$ cat config.mk
export PLATFORM = sky130hd
export DESIGN_NAME = accel_pwm_decoder_flat
export DESIGN_NICKNAME = d
export VERILOG_FILES = /design/src/rtl/accel_pwm_decoder_if.sv /design/src/rtl/accel_pwm_decoder.sv /design/src/flat_wrapper.sv
export SDC_FILE = /design/constraint.sdc
export NUM_CORES = 1
export LEC_CHECK = 0
export BUFFER_PORTS_ARGS = -buffer_cell sky130_fd_sc_hd__buf_2
export CAP_MARGIN = 20
export CORE_UTILIZATION = 40
export CTS_CLUSTER_SIZE = 14
export DETAILED_ROUTE_END_ITERATION = 10
export GPL_ROUTABILITY_DRIVEN = 0
export PLACE_DENSITY_LB_ADDON = 0.2
export SYNTH_ARGS = -nofsm -noshare
export SYNTH_HDL_FRONTEND = slang
export SYNTH_SLANG_ARGS = --single-unit
$ cat constraint.sdc
create_clock -name clk -period 6.58 [get_ports clk]
set_input_delay 0.329 -clock clk [delete_from_list [all_inputs] [get_ports clk]]
set_output_delay 0.329 -clock clk [all_outputs]
set_load 0.02 [all_outputs]
$ cat src/rtl/accel_pwm_decoder_if.sv
// Signal bundle between the accelerometer PWM pins and the decoded acceleration words.
// The decoder takes the slave side; the sensor/bench side drives pwm as master.
interface accel_pwm_decoder_if;
  logic       pwm_x;
  logic       pwm_y;
  logic [8:0] accelX;
  logic [8:0] accelY;
  logic       valid_x;
  logic       valid_y;
  logic       fault_x;
  logic       fault_y;

  modport master (
    output pwm_x, pwm_y,
    input  accelX, accelY, valid_x, valid_y, fault_x, fault_y
  );

  modport slave (
    input  pwm_x, pwm_y,
    output accelX, accelY, valid_x, valid_y, fault_x, fault_y
  );
endinterface

$ cat src/rtl/accel_pwm_decoder.sv
// Dual-axis PWM duty-cycle decoder: measures each pulse's high time in PRESCALE-cycle
// counts, saturates to 9 bits, strobes valid, and flags a timeout on a dead/stuck sensor.
module accel_pwm_decoder #(
  parameter int         PRESCALE       = 977,
  parameter int         TIMEOUT_CYCLES = 1500000,
  parameter logic [8:0] LEVEL          = 9'h100
) (
  input logic           clk,
  input logic           reset,
  accel_pwm_decoder_if.slave bus
);

  localparam int              PW       = $clog2(PRESCALE) + 1;
  localparam logic [PW-1:0]   PRE_TOP  = PW'(PRESCALE);
  localparam logic [20:0]     TO_LAST  = 21'(TIMEOUT_CYCLES - 1);

  localparam logic [1:0] ARM       = 2'd0;
  localparam logic [1:0] WAIT_RISE = 2'd1;
  localparam logic [1:0] HIGH      = 2'd2;

  logic [1:0] pwm_raw;
  assign pwm_raw = {bus.pwm_y, bus.pwm_x};

  for (genvar g = 0; g < 2; g++) begin : g_axis
    logic          sync1;
    logic          s;
    logic          s_d;
    logic [1:0]    state;
    logic [1:0]    warm;
    logic [PW-1:0] presc;
    logic [8:0]    ticks;
    logic [20:0]   tcnt;
    logic [8:0]    accel;
    logic          valid;
    logic          fault;

    logic          rise;
    logic          fall;
    logic          timeout_hit;
    logic [8:0]    measured;

    // ticks lags the true count by one when the final prescale period just completed.
    always_comb begin
      rise        = s & ~s_d;
      fall        = ~s & s_d;
      timeout_hit = (tcnt == TO_LAST) && !rise;
      measured    = (ticks == 9'h1FF) ? 9'h1FF : ticks + {8'd0, presc == PRE_TOP};
    end

    always_ff @(posedge clk) begin
      if (reset) begin
        sync1 <= 1'b0;
        s     <= 1'b0;
        s_d   <= 1'b0;
        state <= ARM;
        warm  <= '0;
        presc <= '0;
        ticks <= '0;
        tcnt  <= '0;
        accel <= LEVEL;
        valid <= 1'b0;
        fault <= 1'b0;
      end else begin
        sync1 <= pwm_raw[g];
        s     <= sync1;
        s_d   <= s;
        valid <= 1'b0;

        // The synchroniser holds reset zeros for two cycles; ARM must not mistake
        // them for a real low level or a pulse in progress would be measured.
        if (warm != 2'd2) warm <= warm + 2'd1;

        if (rise)             tcnt <= '0;
        else if (tcnt != '1)  tcnt <= tcnt + 21'd1;

        if (state == HIGH && fall) begin
          accel <= measured;
          valid <= 1'b1;
          fault <= 1'b0;
          state <= WAIT_RISE;
        end else if (timeout_hit) begin
          accel <= LEVEL;
          valid <= 1'b1;
          fault <= 1'b1;
          state <= ARM;
        end else begin
          case (state)
            ARM: begin
              if (warm == 2'd2 && !s) state <= WAIT_RISE;
            end
            WAIT_RISE: begin
              if (rise) begin
                state <= HIGH;
                presc <= PW'(1);
                ticks <= '0;
              end
            end
            HIGH: begin
              if (s) begin
                if (presc == PRE_TOP) begin
                  presc <= PW'(1);
                  if (ticks != '1) ticks <= ticks + 9'd1;
                end else begin
                  presc <= presc + PW'(1);
                end
              end
            end
            default: state <= ARM;
          endcase
        end
      end
    end
  end

  assign bus.accelX  = g_axis[0].accel;
  assign bus.accelY  = g_axis[1].accel;
  assign bus.valid_x = g_axis[0].valid;
  assign bus.valid_y = g_axis[1].valid;
  assign bus.fault_x = g_axis[0].fault;
  assign bus.fault_y = g_axis[1].fault;

endmodule

$ cat src/flat_wrapper.sv
// flat-port wrapper written by rule: the top's interface ports become plain ports
module accel_pwm_decoder_flat 
#(
  parameter int         PRESCALE       = 977,
  parameter int         TIMEOUT_CYCLES = 1500000,
  parameter logic [8:0] LEVEL          = 9'h100
)
  (clk, reset, bus_pwm_x, bus_pwm_y, bus_accelX, bus_accelY, bus_valid_x, bus_valid_y, bus_fault_x, bus_fault_y);
  accel_pwm_decoder_if bus_i ();
  input logic clk;
  input logic reset;
  input wire logic [$bits(bus_i.pwm_x)-1:0] bus_pwm_x;
  input wire logic [$bits(bus_i.pwm_y)-1:0] bus_pwm_y;
  output wire logic [$bits(bus_i.accelX)-1:0] bus_accelX;
  output wire logic [$bits(bus_i.accelY)-1:0] bus_accelY;
  output wire logic [$bits(bus_i.valid_x)-1:0] bus_valid_x;
  output wire logic [$bits(bus_i.valid_y)-1:0] bus_valid_y;
  output wire logic [$bits(bus_i.fault_x)-1:0] bus_fault_x;
  output wire logic [$bits(bus_i.fault_y)-1:0] bus_fault_y;
  assign bus_i.pwm_x = bus_pwm_x;
  assign bus_i.pwm_y = bus_pwm_y;
  assign bus_accelX = bus_i.accelX;
  assign bus_accelY = bus_i.accelY;
  assign bus_valid_x = bus_i.valid_x;
  assign bus_valid_y = bus_i.valid_y;
  assign bus_fault_x = bus_i.fault_x;
  assign bus_fault_y = bus_i.fault_y;
  accel_pwm_decoder #(.PRESCALE(PRESCALE), .TIMEOUT_CYCLES(TIMEOUT_CYCLES), .LEVEL(LEVEL)) u_core (.clk(clk), .reset(reset), .bus(bus_i));
endmodule
==> summary.md <==
| Metric | Value |
|---|---|
| Status | complete, no violations |
| Overall power | 2060 uW |
| Hold Path End | u_core.g_axis[1].sync1 |
| Post-Syn Area | 6340 sq um |
| Worst path cell trace | ha_1 -> nand4_1 -> or4_1 -> o21ai_2 -> or3_1 -> o31ai_1 |
| Area growth syn-to-layout | 13.6% |
| Post-DP HPWL | 9.48 mm |
| Min setup slack post-route | 3.81 ns |
| Final period util | 0.421 |
| Number of global-route vias before repair | 5027 |
| Pre-CTS setup slack | 3.77 ns |
| Slowest CP cell | or4_1 |
| Top_reg_cell synth | dfxtp_1 |
| Leading area contributor after synthesis | dfxtp_1 |
| Share of the synthesized area in the top cell type | 0.373 |
| RR Startpoint | u_core.g_axis[0].tcnt[0] |
| Reg2reg path depth | 6 |
| CTS clk-pin slew, worst paths | 0.05 ns |
| Total gr overflow | 0 |
| N_diodes | 0 |
| Most frequent cell after synthesis | dfxtp_1 |
| Via density per instance | 5.55 |
| Crit path largest cell delay | 0.67 ns |
| Synth Register Bits | 118 |
| HP Class | in2reg |
| Hold Path Stages | 2 |
| Most frequent cells after synthesis | 118 x dfxtp_1, 99 x nor2_1, 38 x nand2_1, 38 x o21ai_0, 36 x a21oi_1 |
| Initial antenna violation count | 0 |
| Pwr Density | 287 nW/um^2 |
| Core Region | 15300 sq um |
| Maximum VDD drop | 186 uV |
| CP Capture Type | flop |
| Max_slew headroom | 0.405 |
| Setup Viol. Count Final | 0 |
| CTS buffer count | 17 |
| Final Critical Period | 2.77 ns |
| Syn_nets | 788 |
| DRT iter0 DRCs | 383 |
| First-pass GRT wire length | 23.8 mm |
| Post-synth EDFFs | 0 |
| WL per Instance | 14.2 um |
| Setup_tns | 0 ns |
| Later-pin clock latency in the skew report | 0.41 ns |
| Sequential-to-total area share from yosys stat | 0.373 |
| Post-cts resize count | 0 |
| DRC errors left | 0 |
| Num rows | 45 |
| Critical R2R Capture | u_core.g_axis[0].presc[9] |
| Top Ports | 26 |
| Arr. time, crit path | 3.06 ns |
| Routed wire length | 14.1 mm |
| Startpoint Class | flop |
| Die Y | 128 um |
| RSZ-0062 raised after global routing | false |
| Syn Area/Cell | 8.34 sq um |
| Worst Tran Pin Value | 0.892 ns |
| CTS tree | yes |
| I/O Buffers | 25 |
| Critical path class | reg2reg |
| Setup Skew | 0.00546 ns |
| Routed Antenna Nets | 0 |
| Crit-path max FO | 18 |
| Hold buffer count at CTS | 0 |
| DRT Pass-1 Iters | 4 |
| Largest net degree at the start of global routing | 80 |
| H-tree levels | 4 |
| LEAKAGE | 0.00247 uW |
| Ys Warns | 0 |
| Ys async rst share | 0 |
| Hold Crit Start | bus_pwm_y |
| Required @ worst endpoint | 6.87 ns |
| Largest cells by area after synthesis | dfxtp_1 37%, nor2_1 5.9%, ha_1 4.7% |
| Layout Nets | 792 |
| Synth cell types | 67 |
| Synthesized netlist cell count | 760 |
| Via count | 5484 |
| Max cap viols | 0 |
| Total track usage | 0.180 |
| Maximum clock path buffer count | 2 |
| Peak Freq | 361 MHz |
| Post-CTS Setup Inserts | 0 |
| Die Width | 128 um |
| Clock sink count | 118 |
| Share of post-route cells with drive strength above 1 | 0.126 |
| CTS root buf | clkbuf_16 |
| Starting density of the core | 0.414 |
| Die area | 16300 sq um |
| R2R Setup Slk | 3.81 ns |
| Fin. Hold Viols | 0 |
| Slew Limit Fails | 0 |
==> registers in the layout, indices dropped and copies added, names as in the netlist <==
signal and flops:
u_core.g_axis.tcnt 42, u_core.g_axis.presc 22, u_core.g_axis.ticks 18, u_core.bus.accelX 9, u_core.bus.accelY 9, u_core.g_axis.state 4
u_core.g_axis.warm 4, u_core.g_axis.s 2, u_core.g_axis.s_d 2, u_core.g_axis.sync1 2, u_core.bus.fault_x 1, u_core.bus.fault_y 1
u_core.bus.valid_x 1, u_core.bus.valid_y 1
==> worst max-delay path, delay by kind of cell, from the launching register on <==
family          cells  cell delay, ns
compound gates      2            0.73
flops               1            0.41
fa+ha+maj           1            0.24
simple gates        3            1.26
==> cell type report <==
| class | instances | area [sq um] |
|---|---|---|
| Fill cell | 1513 | 8120 |
| Tap cell | 211 | 264 |
| Timing Repair Buffer | 28 | 148 |
| Inverter | 25 | 93.8 |
| Clock inverter | 9 | 145 |
| Sequential cell | 118 | 2360 |
| Multi-Input combinational cell | 574 | 3690 |
| Clock buffer | 23 | 498 |
==> logic make-up after synthesis <==
group	synth area share
buffers and inverters	0.0452
adder cells (fa/ha/maj)	0.0474
flip-flops	0.373
AO/OA/AOI/OAI	0.196
multiplexers	0.00158
AND/OR/NAND/NOR	0.278
XOR/XNOR	0.0581
==> metal layers <==
metal,vias up,part of all wire,track usage
met1,2594,0.49,0.236
met2,108,0.46,0.284
met3,16,0.040,0.0451
met4,0,0.013,0.0699
li1,2766,-,-
met5,-,0,0
==> metrics by stage <==
stage	hold WS [ns]	instances	area [sq um]	util
2_1_floorplan	0.414	760	6340	-
3_3_place_gp	0.428	956	6560	0.428
3_5_place_dp	0.428	956	6560	0.428
4_1_cts	0.137	988	7200	0.470
5_1_grt	0.162	988	7200	0.470
6_report	0.163	988	7200	0.470
==> worst max path at each step <==
| stage | from | end | slack [ns] | cells past startpoint |
|---|---|---|---|---|
| 2_1_floorplan | u_core.g_axis[1].presc[4] | u_core.bus.accelY[8] | 4.09 | 10 |
| 5_1_grt | u_core.g_axis[0].tcnt[0] | u_core.g_axis[0].presc[9] | 3.59 | 6 |
| 3_3_place_gp | u_core.g_axis[0].tcnt[0] | u_core.g_axis[0].presc[6] | 3.92 | 6 |
| 6_report | u_core.g_axis[0].tcnt[0] | u_core.g_axis[0].presc[9] | 3.81 | 6 |
| 4_1_cts | u_core.g_axis[0].tcnt[0] | u_core.g_axis[0].presc[9] | 3.76 | 6 |
| 3_5_place_dp | u_core.g_axis[0].tcnt[0] | u_core.g_axis[0].presc[9] | 3.77 | 6 |
==> power by group <==
group	total [uW]	switching (uW)	internal [uW]
clock	995	315	680
combinational	297	201	95.9
sequential	773	26.8	746
==> cell usage in the layout (no fill, tap or decap), types with 4 or more instances in the layout <==
cell type  Yosys  final
dfxtp_1      118    118
nor2_1        99     99
nand2_1       38     38
o21ai_0       38     38
a21oi_1       36     36
nand3_1       34     34
xor2_1        32     32
nor3_1        27     27
buf_2          3     25
inv_1         24     24
ha_1          24     24
nor2b_1       22     22
nand4_1       19     19
clkbuf_16      0     17
nand2b_1      15     15
or4_1         13     13
o31ai_1       11     11
a31oi_1       11     11
a21oi_2       10     10
a211oi_1      10     10
o2bb2ai_1     10     10
xnor2_1       10     10
and3_1         9      9
nand4b_1       8      8
o21ai_2        8      8
or3_1          7      7
nor4_1         7      7
o2111ai_1      6      6
o211ai_1       5      5
clkinv_2       0      5
clkbuf_8       0      5
and4_1         4      4
or2_2          4      4
bufinv_16      0      4
Power figures use the tool's default switching activity.
